### src/rtl/i2s_pkg.sv
// Shared definitions for the I2S transmit scheduler.
//   sample_t   : one signed channel sample
//   state_t    : scheduler state (IDLE, RUN, DRAIN)
//   FRAME_BITS : BCK periods in one stereo frame (left + right slot)
package i2s_pkg;

  localparam int SAMPLE_BITS = 16;
  localparam int FRAME_BITS  = 2 * SAMPLE_BITS;

  typedef logic signed [SAMPLE_BITS-1:0] sample_t;

  typedef enum logic [1:0] {
    IDLE  = 2'd0,
    RUN   = 2'd1,
    DRAIN = 2'd2
  } state_t;

endpackage

### src/rtl/i2s_bck_gen.sv
// I2S bit-clock generator.
// Divides clk down to BCK. The half-period is div_cur+1 clk cycles, and div_cur
// is refreshed from div_val only when BCK toggles, so a divider change never
// shortens the phase already in progress. While stopped, BCK is held low and
// div_cur tracks div_val so a restart begins with a full, current half-period.
// Ports:
//   clk, reset : system clock, synchronous active-high reset
//   run        : 1 = generate BCK, 0 = hold BCK low and the counter at 0
//   div_val    : BCK half-period minus 1, in clk cycles
//   bck        : bit clock
//   bck_fall   : high in the clk whose edge takes BCK from 1 to 0
module i2s_bck_gen #(
  parameter int DIV_W = 8
) (
  input  logic             clk,
  input  logic             reset,
  input  logic             run,
  input  logic [DIV_W-1:0] div_val,
  output logic             bck,
  output logic             bck_fall
);

  logic [DIV_W-1:0] cnt;
  logic [DIV_W-1:0] div_cur;
  logic             toggle;

  assign toggle   = run && (cnt == div_cur);
  assign bck_fall = toggle && bck;

  // NOTE: registers are written with <= so every flop samples pre-edge values;
  // blocking assignments here would create order-dependent simulation results.
  always_ff @(posedge clk) begin
    if (reset) begin
      cnt     <= '0;
      div_cur <= '0;
      bck     <= 1'b0;
    end else if (!run) begin
      cnt     <= '0;
      div_cur <= div_val;
      bck     <= 1'b0;
    end else if (toggle) begin
      cnt     <= '0;
      div_cur <= div_val;
      bck     <= !bck;
    end else begin
      cnt <= cnt + 1'b1;
    end
  end

endmodule

### src/rtl/i2s_tx_sched.sv
// I2S transmit scheduler for the headphone/amp DAC path.
// Serialises stereo frames MSB first, data and WS changing on BCK fall. Samples
// enter a 1-deep pending buffer over valid/ready; each frame boundary loads the
// shifter with zeros (mute), the pending pair, or a repeat of the last pair
// (underrun). Dropping enable finishes the current frame before going idle.
// Ports:
//   clk, reset           : system clock, synchronous active-high reset
//   enable               : 1 = run, 0 = stop after the current frame
//   div_val              : BCK half-period minus 1, in clk cycles
//   mute                 : load zeros at the next frame boundary
//   sample_l, sample_r   : signed sample pair offered upstream
//   sample_valid/ready   : handshake into the pending buffer
//   hp_bck, hp_ws, hp_din: I2S bit clock, word select (0 = left), serial data
//   frame_strobe         : 1-clk pulse after each frame load
//   underrun             : 1-clk pulse when a frame was loaded with no pending pair
//   busy                 : scheduler not idle
module i2s_tx_sched
  import i2s_pkg::*;
#(
  parameter int SAMPLE_W = FRAME_BITS / 2,
  parameter int DIV_W    = 8
) (
  input  logic                       clk,
  input  logic                       reset,
  input  logic                       enable,
  input  logic [DIV_W-1:0]           div_val,
  input  logic                       mute,
  input  logic signed [SAMPLE_W-1:0] sample_l,
  input  logic signed [SAMPLE_W-1:0] sample_r,
  input  logic                       sample_valid,
  output logic                       sample_ready,
  output logic                       hp_bck,
  output logic                       hp_ws,
  output logic                       hp_din,
  output logic                       frame_strobe,
  output logic                       underrun,
  output logic                       busy
);

  localparam int FRAME_W = 2 * SAMPLE_W;
  localparam int CNT_W   = $clog2(FRAME_W);
  localparam logic [CNT_W-1:0] LAST_BIT   = CNT_W'(FRAME_W - 1);
  localparam logic [CNT_W-1:0] WS_HI_FROM = CNT_W'(SAMPLE_W - 1);

  state_t             state;
  logic [CNT_W-1:0]   bit_cnt;
  logic [CNT_W-1:0]   bit_nxt;
  logic [FRAME_W-1:0] shift;
  logic [FRAME_W-1:0] pend;
  logic [FRAME_W-1:0] last;
  logic [FRAME_W-1:0] load_word;
  logic               pend_full;
  logic               bck_fall;
  logic               boundary;
  logic               start;
  logic               stop_now;
  logic               load_now;
  logic               accept;

  assign busy = (state != IDLE);

  i2s_bck_gen #(.DIV_W(DIV_W)) u_bck_gen (
    .clk      (clk),
    .reset    (reset),
    .run      (busy),
    .div_val  (div_val),
    .bck      (hp_bck),
    .bck_fall (bck_fall)
  );

  // Frame length is a power of two, so the increment wraps 31 -> 0 by itself.
  assign bit_nxt  = bit_cnt + 1'b1;
  assign boundary = bck_fall && (bit_cnt == LAST_BIT);
  assign start    = !reset && (state == IDLE) && enable;
  assign stop_now = boundary && (state == DRAIN) && !enable;
  assign load_now = start || (!reset && boundary && !stop_now);

  // Ready also when the buffer is being emptied this very clk, so a held
  // valid is taken at the boundary without a bubble.
  assign sample_ready = !pend_full || load_now;
  assign accept       = sample_valid && sample_ready;

  always_comb begin
    // NOTE: default assigned first so every path drives load_word (no latch).
    load_word = last;
    if (mute) begin
      load_word = '0;
    end else if (pend_full) begin
      load_word = pend;
    end
  end

  assign hp_din = shift[FRAME_W-1];

  always_ff @(posedge clk) begin
    if (reset) begin
      state        <= IDLE;
      bit_cnt      <= '0;
      shift        <= '0;
      pend         <= '0;
      last         <= '0;
      pend_full    <= 1'b0;
      hp_ws        <= 1'b0;
      frame_strobe <= 1'b0;
      underrun     <= 1'b0;
    end else begin
      frame_strobe <= load_now;
      underrun     <= load_now && !mute && !pend_full;

      // A load and an accept in the same clk: the old pair goes out, the new
      // pair takes its place, so the buffer stays full.
      if (accept) begin
        pend      <= {sample_l, sample_r};
        pend_full <= 1'b1;
      end else if (load_now) begin
        pend_full <= 1'b0;
      end
      if (load_now && !mute && pend_full) begin
        last <= pend;
      end

      case (state)
        IDLE:    if (enable) state <= RUN;
        RUN:     if (!enable) state <= DRAIN;
        DRAIN: begin
          if (enable) begin
            state <= RUN;
          end else if (stop_now) begin
            state <= IDLE;
          end
        end
        default: state <= IDLE;
      endcase

      // WS for bit n is bit log2(SAMPLE_W) of n+1, i.e. high for bits
      // SAMPLE_W-1 .. FRAME_W-2; that makes WS lead each MSB by one bit.
      if (load_now) begin
        shift   <= load_word;
        bit_cnt <= '0;
        hp_ws   <= 1'b0;
      end else if (stop_now) begin
        shift   <= '0;
        bit_cnt <= '0;
        hp_ws   <= 1'b0;
      end else if (bck_fall) begin
        shift   <= {shift[FRAME_W-2:0], 1'b0};
        bit_cnt <= bit_nxt;
        hp_ws   <= (bit_nxt >= WS_HI_FROM) && (bit_nxt != LAST_BIT);
      end
    end
  end

endmodule

### config.mk
export PLATFORM = sky130hd
export DESIGN_NAME = i2s_tx_sched
export DESIGN_NICKNAME = d
export VERILOG_FILES = /design/src/rtl/i2s_pkg.sv /design/src/rtl/i2s_bck_gen.sv /design/src/rtl/i2s_tx_sched.sv
export SDC_FILE = /design/constraint.sdc
export NUM_CORES = 1
export LEC_CHECK = 0
export ABC_AREA = 1
export BUFFER_PORTS_ARGS = -buffer_cell sky130_fd_sc_hd__buf_2
export CAP_MARGIN = 20
export CORE_MARGIN = 4
export CORE_UTILIZATION = 35
export CTS_BUF_LIST = sky130_fd_sc_hd__clkbuf_8
export DETAILED_ROUTE_END_ITERATION = 6
export GPL_TIMING_DRIVEN = 0
export SETUP_SLACK_MARGIN = 0.05
export SKIP_CTS_REPAIR_TIMING = 1
export SLEW_MARGIN = 20
export SYNTH_ARGS = -nofsm -noshare
export SYNTH_HDL_FRONTEND = slang
export SYNTH_SLANG_ARGS = --single-unit
export TNS_END_PERCENT = 20
### constraint.sdc
create_clock -name clk -period 2.25 [get_ports clk]
set_input_delay 0.1125 -clock clk [delete_from_list [all_inputs] [get_ports clk]]
set_output_delay 0.1125 -clock clk [all_outputs]
set_load 0.005 [all_outputs]
Word-level counts from Yosys, hierarchy flattened
Cells that the tools add are included.
Operators by class
  add/subtract/negate cells: 2
  $lt $le $gt $ge: 1
  equality and inequality tests: 9
  mux-type cells: 14
  bitwise logic cells: 1
  reduce and logical (&&, ||, !) cells: 30
Operators with widths (count)
  2-to-1 mux 32 bit: 5
  2-to-1 mux 8 bit: 2
  logical AND 1 bit: 14
  adder 8 x 1 -> 8 bit (second input constant): 1
  == test 8 bit: 1
  2-to-1 mux 2 bit: 4
  zero test 1 bit: 6
  != test 2 bit (second input constant): 3
  one-hot mux 2 bit (3 select lines): 1
  OR reduction 3 bit: 2
  adder 5 x 1 -> 5 bit (second input constant): 1
  == test 5 bit (second input constant): 1
  >= comparator 5 x 4 -> 1 bit (second input constant): 1
  != test 5 bit (second input constant): 1
  nonzero test 2 bit: 2
  != test 3 bit (second input constant): 1
  AND reduction 3 bit: 1
  nonzero test 3 bit: 1
  == test 2 x 1 -> 1 bit (second input constant): 1
  == test 2 bit (second input constant): 1
  zero test 2 bit: 1
  logical OR 1 bit: 2
  2-to-1 mux 1 bit: 2
  OR reduction 2 bit: 1
  NOT 1 bit: 1
Storage, ports and cells
  flip-flop bits (word level): 124
  output and inout bits: 7

Logic depth before layout (Yosys ltp)
Gate-level depths: netlist of run 1.
  word-level depth: 12
  depth in mapped cells: 14
  mapped depth without buffers: 12

Hierarchy
From an unflattened synthesis of run 1, not the netlist that was laid out.
Second synthesis, totals
  cell total of the unflattened synthesis: 1065
  area, all modules: 6612.6 um2
By module, submodules not included
  i2s_tx_sched: times used 1, cells each 907, area each 5635.4 um2
  i2s_bck_gen: times used 1, cells each 158, area each 977.2 um2

Worst setup path after synthesis of run 1
No wires, ideal clock.
  kind: flip-flop to flip-flop
  from: register bit_cnt[0]
  to: register shift[10]
  arrival time: 1.618 ns
  required time: 2.141 ns
  slack: 0.523 ns
  stages on the path, launching flop included: 12
  cells stage by stage: dfxtp_1 ha_1 and3_1 ha_1 nand4_4 buf_4 buf_2 nand4_1 nand2_1 inv_1 nand2_1 inv_1
On the way
  cells in the longest elaborated chain, start to end: 8
  elaborated cells on any way between the ends: 11
Ends and longest elaborated chain
  from (decl): line i2s_tx_sched.sv:46  | logic [CNT_W-1:0] bit_cnt;
  from (signal assigned): line i2s_tx_sched.sv:147  | bit_cnt <= bit_nxt;
  == test 5 bit (*): line i2s_tx_sched.sv:73  | assign boundary = bck_fall && (bit_cnt == LAST_BIT);
  logical AND 1 bit (*): line i2s_tx_sched.sv:73
  logical AND 1 bit (2 in a row): line i2s_tx_sched.sv:75  | assign stop_now = boundary && (state == DRAIN) && !enable;
  zero test 1 bit: line i2s_tx_sched.sv:76  | assign load_now = start || (!reset && boundary && !stop_now);
  logical AND 1 bit: line i2s_tx_sched.sv:76
  logical OR 1 bit: line i2s_tx_sched.sv:76
  nonzero test 3 bit (no line) / 2-to-1 mux 32 bit (equally long branches)
  to (signal assigned): line i2s_tx_sched.sv:138  | shift <= load_word;
  to (signal assigned): line i2s_tx_sched.sv:146  | shift <= {shift[FRAME_W-2:0], 1'b0};
  to (decl): line i2s_tx_sched.sv:48  | logic [FRAME_W-1:0] shift;
Mark *: on every way between the ends. The rest lies on a longest branch, timed or not.
A chain may end at the register's enable or synchronous reset.

Final worst setup path of run 1
  from: register bit_cnt[0]
  to: output sample_ready
On the way
  cells in the longest elaborated chain, start to end: 8
  elaborated cells on any way between the ends: 9
Ends and longest elaborated chain
  == test 5 bit (*): line i2s_tx_sched.sv:73
  logical AND 1 bit (*): line i2s_tx_sched.sv:73
  logical AND 1 bit (2 in a row): line i2s_tx_sched.sv:75
  zero test 1 bit: line i2s_tx_sched.sv:76
  logical AND 1 bit (*): line i2s_tx_sched.sv:76
  logical OR 1 bit (*): line i2s_tx_sched.sv:76
  logical OR 1 bit (*): line i2s_tx_sched.sv:80  | assign sample_ready = !pend_full || load_now;
  to (decl): line i2s_tx_sched.sv:31  | output logic sample_ready,
Marks and branches as above.

==> key figures, run 1 <==
Status
  – Outcome: finished, violations left
  – Failing checks: negative hold slack

Timing
  – Final Max Slew Viols: 0
  – Unrepaired setup endpoints after global routing: true
  – Slew headroom: between 50% and 60%
  – Final setup fails: 0
  – Worst Skew: ~0.011 ns
  – Peak Freq: approximately 480 MHz
  – WHS: -0.0450 ns
  – Period utilisation layout: a little over 90%
  – Final hold viol count: 14
  – Worst Max-Slew Pin Slew: 0.686 ns
  – Final critical-path required period: roughly 2.1 ns

CTS
  – CTS H-tree depth: 4
  – Clk_lat worst skew: approximately 0.46 ns
  – Clock slew at reported path FFs: 0.08 ns
  – TritonCTS clock tree: done
  – Cts bufs inserted: 17
  – Clock sink count: 124
  – Root Driver: clkbuf_8
  – Max Buffers Root-to-Sink: 2

Die
  – Effective utilization at floorplan: between 30% and 40%
  – Die height: 144 um
  – IO Pins: 52
  – Core Area: about 18000 sq um
  – Row count: 49
  – Die span in x: ~140 um
  – Die ar.: between 20000 and 25000 sq um

Detailed routing
  – ANT nets after route: 0
  – Via/cell ratio: 4.61
  – Total routed wirelength: roughly 16 mm
  – Residual DRC: 0
  – Wire length per cell: between 10 and 15 um
  – DR vias: 5885
  – DRT iter0 DRCs: 371
  – Drt first pass iters: 7

Synthesis
  – Ys async rst share: 0%
  – Synth warnings: 0
  – Synth Flop Type: dfxtp_1
  – Synthesized area: 6440 sq um
  – Syn_area_per_cell: roughly 7 sq um
  – Post-Syn Instances: 938
  – Yosys reg bits: around 120
  – Synth cell types: 32
  – Sequential area share after synthesis: roughly 39%
  – Syn nets: roughly 990
  – EDFF count, synth: 0

Min path
  – Hold wc startpoint: sample_l[5]
  – Hold path cells: 4
  – Worst hold endpoint: pend[21]
  – Worst hold path type: in2reg

Global routing
  – Largest net degree at the start of global routing: 17
  – First-pass GRT wire length: between 20 and 30 mm
  – GR Overflow Total: 0
  – Vias in the first global route: about 5.4k
  – Total Routing Usage GR: roughly 16%
  – Initial antenna violation count: 0

Critical path
  – Worst R2R Start: pend_full
  – Worst reg-to-reg setup slack: ~0.25 ns
  – CP max-delay cell: dfxtp_2
  – Crit-path max cell delay: approximately 0.37 ns
  – CP endpoint kind: primary output
  – WP data required: approximately 2.1 ns
  – Worst setup SP type: register
  – Reg2reg end: last[1]
  – Crit path kind: reg2out
  – Reg2Reg Depth: 6
  – Worst path top cell family by delay: simple AND/OR/NAND/NOR gates
  – Worst Path Arrival: between 1.5 and 2 ns
  – CP Max Fanout: 10
  – WP buf/inv: 2
  – CP Cell Sequence: ha_1, and3_1, ha_2, nand4_4, nand3_4, buf_6, buf_2

Placement
  – PortBufs: 49
  – Final Wtd Congestion: roughly 0.83
  – Placed Cells: between 1k and 1.5k
  – Area after DPL: 6970 sq um
  – DP Wirelength: about 11 mm

Power and ir drop
  – VDD IR max: approximately 0.00037 V
  – Leakage: around 0.0036 uW
  – Pwr/cell area: roughly 650 nW/um^2

Layout
  – Net count, final: around 1.1k
  – Post-layout util: 42.5%
  – Non-Filler Instances: 1277
  – Design Area, Final: around 7700 sq um
  – ANT cells: 0
  – Fraction of layout cells with a size suffix above 1: about an eighth
  – P&R area growth vs syn: 19.0%

Flow run
  – MaxCap Viol Count: 0
==> state kept, by name, indices dropped and copies added, names as in the netlist <==
name,count
bit_cnt,5
pend,32
u_bck_gen.bck,1
pend_full,1
hp_ws,1
u_bck_gen.cnt,8
underrun,1
last,32
u_bck_gen.div_cur,8
frame_strobe,1
shift,32
state,2
==> layout by cell type (no fill, tap or decap), types with 4 or more instances in the layout <==
master and n:
inv_2 5, mux2i_1 30, o21ai_0 12, inv_1 131
clkbuf_1 22, clkinv_2 4, nor2_1 117, nand4_1 94
dfxtp_1 118, nand2_1 213, nand3_1 35, buf_4 8
buf_1 11, a21oi_1 48, dlygate4sd3_1 27, dfxtp_2 6
nor3_1 5, buf_6 8, clkbuf_8 18, nand3b_1 32
buf_2 69
==> report_power, final <==
part	switching [uW]	internal, uW	total (uW)
clock network	917	993	1910
logic	398	293	691
registers	76.3	2310	2380
==> routing by layer <==
layer	GRT usage [%]	vias to the layer above	wire length (um)
met5	0	-	0
met4	5.50	0	225
met3	3.19	19	535
met2	25.3	93	7030
met1	21.2	2568	7930
li1	-	3205	-
==> kinds of logic (layout without fill, tap and decap cells) <==
logic type                 Yosys count  in the layout  synth area share [%]
and+or+nand+nor                    510            510                  37.0
buffers and inverters              205            315                  13.7
adders and majority gates            4              4                 0.777
DFF                                124            124                  38.5
xor gates and xnor gates             3              3                 0.408
muxes                               30             30                  4.66
AOI/OAI and AO/OA                   62             62                  4.88
==> worst register-to-register path, cell delays in order (launching register included) <==
cell	delay (ns)
dfxtp_1	0.31
clkbuf_1	0.23
buf_2	0.34
buf_2	0.31
clkbuf_1	0.43
nand4_1	0.14
a21oi_1	0.17
==> cell usage after synthesis, drive strengths merged, types with 3 or more instances <==
library cell  instances  area share, %
nand4                95            9.5
dfxtp               124             39
nand3                38            3.2
nand2               215             13
clkbuf               25            1.5
mux2i                30            4.7
nor3                  5           0.39
buf                  46            4.4
o21ai                12           0.93
inv                 133            7.8
nand3b               32            3.7
a21oi                48            3.7
xor2                  3           0.41
nor2                119            7.1
ha                    4           0.78
==> cell type report <==
cell class	count	area (sq um)
inverter	134	503
tap	229	287
sequential	124	2490
clock inverter	14	131
fill	1927	10400
clock buffer	18	248
buffer	71	389
multi-input combinational	609	3090
timing repair buffer	78	531
==> how the worst max path moves through the flow <==
stage | depth (start not counted) | start | slack (ns) | to
3_3_place_gp | 9 | bit_cnt[0] | 0.20 | shift[15]
4_1_cts | 7 | bit_cnt[0] | -0.16 | sample_ready
3_5_place_dp | 9 | bit_cnt[0] | 0.19 | shift[11]
2_1_floorplan | 11 | bit_cnt[0] | 0.52 | shift[10]
6_report | 7 | bit_cnt[0] | 0.18 | sample_ready
5_1_grt | 14 | u_bck_gen.cnt[4] | 0.04 | shift[23]
==> through the flow <==
step	setup slack (ns)	setup TNS, ns	total power (uW)
floorplan	0.523	0	2900
global placement	0.204	0	3070
detailed placement	0.189	0	3080
CTS	-0.164	-0.164	4980
global route	0.0359	0	5240
finish	0.183	0	4980
Power figures use the tool's default switching activity.
==> inputs of run 2 (changes only) <==
ABC_AREA = unset   (was 1)
==> run 2 against run 1 <==
Against the previous run: the run still ends with negative hold slack left; critical path depth increased by 4; largest cell class unchanged; die area decreased by 8.1%; register-to-register slack got worse by 0.21 ns; clock skew about the same; critical endpoint unchanged; routed wire length increased by 2.4%; clock-buffer cell count unchanged.
==> key figures, run 2 <==
Timing
  – Final hold viol count: 1 (was 14)
  – Period utilisation layout: 99.8% (was 91.9%)
  – Peak Freq: 445 MHz (was 484 MHz)
  – Unrepaired setup endpoints after global routing: true (unchanged)
  – Final Max Slew Viols: 0 (unchanged)
  – Worst Max-Slew Pin Slew: 0.882 ns (was 0.686 ns)
  – WHS: -0.00128 ns (was -0.0450 ns)
  – Final TNS setup: 0 ns (unchanged)
  – Slew headroom: 41.2% (was 54.3%)
  – Final setup fails: 0 (unchanged)
  – Final critical-path required period: 2.25 ns (was 2.07 ns)
  – Worst Skew: 0.0107 ns (was 0.0108 ns)

Placement
  – DP Wirelength: 11.2 mm (was 11.4 mm)
  – Final Wtd Congestion: 0.787 (was 0.834)
  – PortBufs: 49 (unchanged)

Synthesis
  – Area contributors post-synth: dfxtp_1, mux2i_1, mux2_2 (was dfxtp_1, nand2_1, nand4_1)
  – Syn nets: 667 (was 987)
  – Most frequent cells after synthesis: dfxtp_1, nand2_1, mux2i_1, nor2_1 (was nand2_1, inv_1, dfxtp_1, nor2_1, nand4_1)
  – Sequential area share after synthesis: 42.2% (was 38.5%)
  – Largest area contributor in the netlist: dfxtp_1 (unchanged)
  – Post-Syn Instances: 618 (was 938)
  – Yosys reg bits: 124 (unchanged)
  – Syn_area_per_cell: 9.53 sq um (was 6.87 sq um)
  – Synth cell types: 48 (was 32)
  – Ys async rst share: 0% (unchanged)
  – EDFF count, synth: 0 (unchanged)
  – Most frequent cell after synthesis: dfxtp_1 (was nand2_1)
  – Synth Flop Type: dfxtp_1 (unchanged)
  – Synth warnings: 0 (unchanged)
  – Share of the synthesized area in the top cell type: 42.2% (was 38.5%)
  – Synthesized area: 5890 sq um (was 6440 sq um)

Global routing
  – Total Routing Usage GR: 17.2% (was 15.8%)
  – Vias in the first global route: 5125 (was 5413)
  – Initial antenna violation count: 0 (unchanged)
  – First-pass GRT wire length: 25.6 mm (was 26.2 mm)
  – Largest net degree at the start of global routing: 17 (unchanged)
  – GR Overflow Total: 0 (unchanged)

Min path
  – Worst hold path type: in2reg (unchanged)
  – Hold path cells: 3 (was 4)

Power and ir drop
  – Leakage: 0.00301 uW (was 0.00360 uW)
  – Total power: 5260 uW (was 4980 uW)
  – Internal power: 3920 uW (was 3590 uW)
  – Pwr/cell area: 684 nW/um^2 (was 650 nW/um^2)
  – Clock power frac: 42.4% (was 38.3%)
  – Net Switching: 1340 uW (was 1390 uW)
  – Register share of total power: 44.6% (was 47.8%)
  – VDD IR max: 0.000375 V (was 0.000370 V)
  – Switching Share: 25.4% (was 27.9%)
  – Comb power frac: 13.0% (was 13.9%)

Critical path
  – CP Launch Point: bit_cnt[1] (was bit_cnt[0])
  – CP Capture Point: sample_ready (unchanged)
  – Worst Path Arrival: 2.13 ns (was 1.95 ns)
  – Worst reg-to-reg setup slack: 0.04 ns (was 0.25 ns)
  – CP endpoint kind: primary output (unchanged)
  – Crit path kind: reg2out (unchanged)
  – CP Max Fanout: 6 (was 10)
  – Worst setup SP type: register (unchanged)
  – Reg2Reg Depth: 12 (was 6)
  – Worst R2R Start: bit_cnt[1] (was pend_full)
  – WP data required: 2.14 ns (about the same)
  – Reg2reg end: pend[8] (was last[1])

Detailed routing
  – DRT iter0 DRCs: 226 (was 371)
  – ANT nets after route: 0 (unchanged)
  – Drt first pass iters: 4 (was 7)
  – Wire length per cell: 16.5 um (was 12.3 um)
  – Via/cell ratio: 5.25 (was 4.61)
  – Residual DRC: 0 (unchanged)
  – DR vias: 5121 (was 5885)
  – Total routed wirelength: 16.1 mm (was 15.7 mm)

Die
  – Effective utilization at floorplan: 35.6% (was 35.7%)
  – Core Area: 16500 sq um (was 18000 sq um)
  – IO Pins: 52 (unchanged)
  – Die span in x: 138 um (was 144 um)
  – Die height: 138 um (was 144 um)
  – Row count: 47 (was 49)
  – Die ar.: 19000 sq um (was 20600 sq um)

CTS
  – CTS H-tree depth: 4 (unchanged)
  – Clk_lat worst skew: 0.45 ns (was 0.46 ns)
  – Max Buffers Root-to-Sink: 2 (unchanged)
  – TritonCTS clock tree: done (unchanged)
  – Root Driver: clkbuf_8 (unchanged)
  – Clock sink count: 124 (unchanged)
  – Cts bufs inserted: 17 (unchanged)
  – Clock slew at reported path FFs: 0.07 ns (was 0.08 ns)

Status
  – Failing checks: negative hold slack (unchanged)
  – Outcome: finished, violations left (unchanged)

Layout
  – Biggest registers after layout: last: 32 flops, pend: 32 flops, shift: 32 flops (unchanged)
  – Net count, final: 791 (was 1084)
  – Most common cell after layout, fill and taps aside: dfxtp_1 (was nand2_1)
  – Most frequent cells in the layout: dfxtp_1, nand2_1, mux2i_1, nor2_1, buf_2 (was nand2_1, inv_1, dfxtp_1, nor2_1, nand4_1)
  – Fraction of layout cells with a size suffix above 1: 28.7% (was 13.3%)
  – P&R area growth vs syn: 30.6% (was 19.0%)
  – ANT cells: 0 (unchanged)

Flow run
  – MaxCap Viol Count: 0 (unchanged)
==> run 2: stage by stage <==
step	instance area, sq um	worst slack, ns	cells	utilization, %	hold WS [ns]
floorplan	5890	0.141	618	-	0.190
global placement	6410	-0.182	887	38.8	0.343
detailed placement	6410	-0.249	887	38.8	0.351
CTS	6860	-0.531	919	41.5	-0.146
global route	7690	-0.0763	975	46.5	0.00748
finish	7690	0.00410	975	46.5	-0.00128
==> run 2: worst min path at each step <==
| stage | from | end | slack [ns] |
|---|---|---|---|
| 3_5_place_dp | enable | state[1] | 0.35 |
| 6_report | sample_l[3] | pend[19] | -0.001 |
| 2_1_floorplan | mute | underrun | 0.19 |
| 3_3_place_gp | div_val[0] | u_bck_gen.div_cur[0] | 0.34 |
| 4_1_cts | enable | state[1] | -0.15 |
| 5_1_grt | sample_l[5] | pend[21] | 0.007 |
==> run 2: area by class of cell <==
class / instances / area, sq um
Sequential cell: 124 / 2490
Timing Repair Buffer: 106 / 764
Multi-Input combinational cell: 413 / 3250
Tap cell: 220 / 275
Clock inverter: 14 / 200
Buffer: 54 / 362
Clock buffer: 18 / 248
Fill cell: 1542 / 8830
Inverter: 26 / 100
==> run 2: kinds of logic (layout without fill, tap and decap cells) <==
logic type / count (synthesis) / after routing / synth area share (%)
compound gates: 117 / 117 / 18.3
buf+inv: 81 / 218 / 6.29
xor+xnor: 18 / 18 / 2.68
flops: 124 / 124 / 42.2
simple gates: 186 / 186 / 14.1
fa+ha+maj: 4 / 4 / 0.850
mux: 88 / 88 / 15.6
==> run 2: metal layers <==
metal  global-route usage (%)  vias to the layer above  wire length, um
met5                        0                        -                0
met4                     5.32                        0              218
met3                     4.71                       22              545
met2                     29.6                       87             8280
met1                     20.8                     2523             7050
li1                         -                     2489                -
==> run 2: power groups by stage <==
stage / sequential [uW] / clock, uW / combinational [uW]
3_5_place_dp: 2390 / 0 / 555
5_1_grt: 2350 / 2360 / 747
4_1_cts: 2340 / 2270 / 559
6_report: 2340 / 2230 / 685
2_1_floorplan: 2380 / 0 / 395
3_3_place_gp: 2390 / 0 / 538
==> run 2: worst max-delay path, stage by stage (launching register included) <==
cell,delay (ns)
dfxtp_4,0.37
ha_4,0.17
and3_4,0.18
ha_4,0.15
inv_4,0.05
nor2_4,0.03
and4_1,0.20
buf_6,0.14
buf_12,0.13
nor2_4,0.08
inv_1,0.06
buf_2,0.12
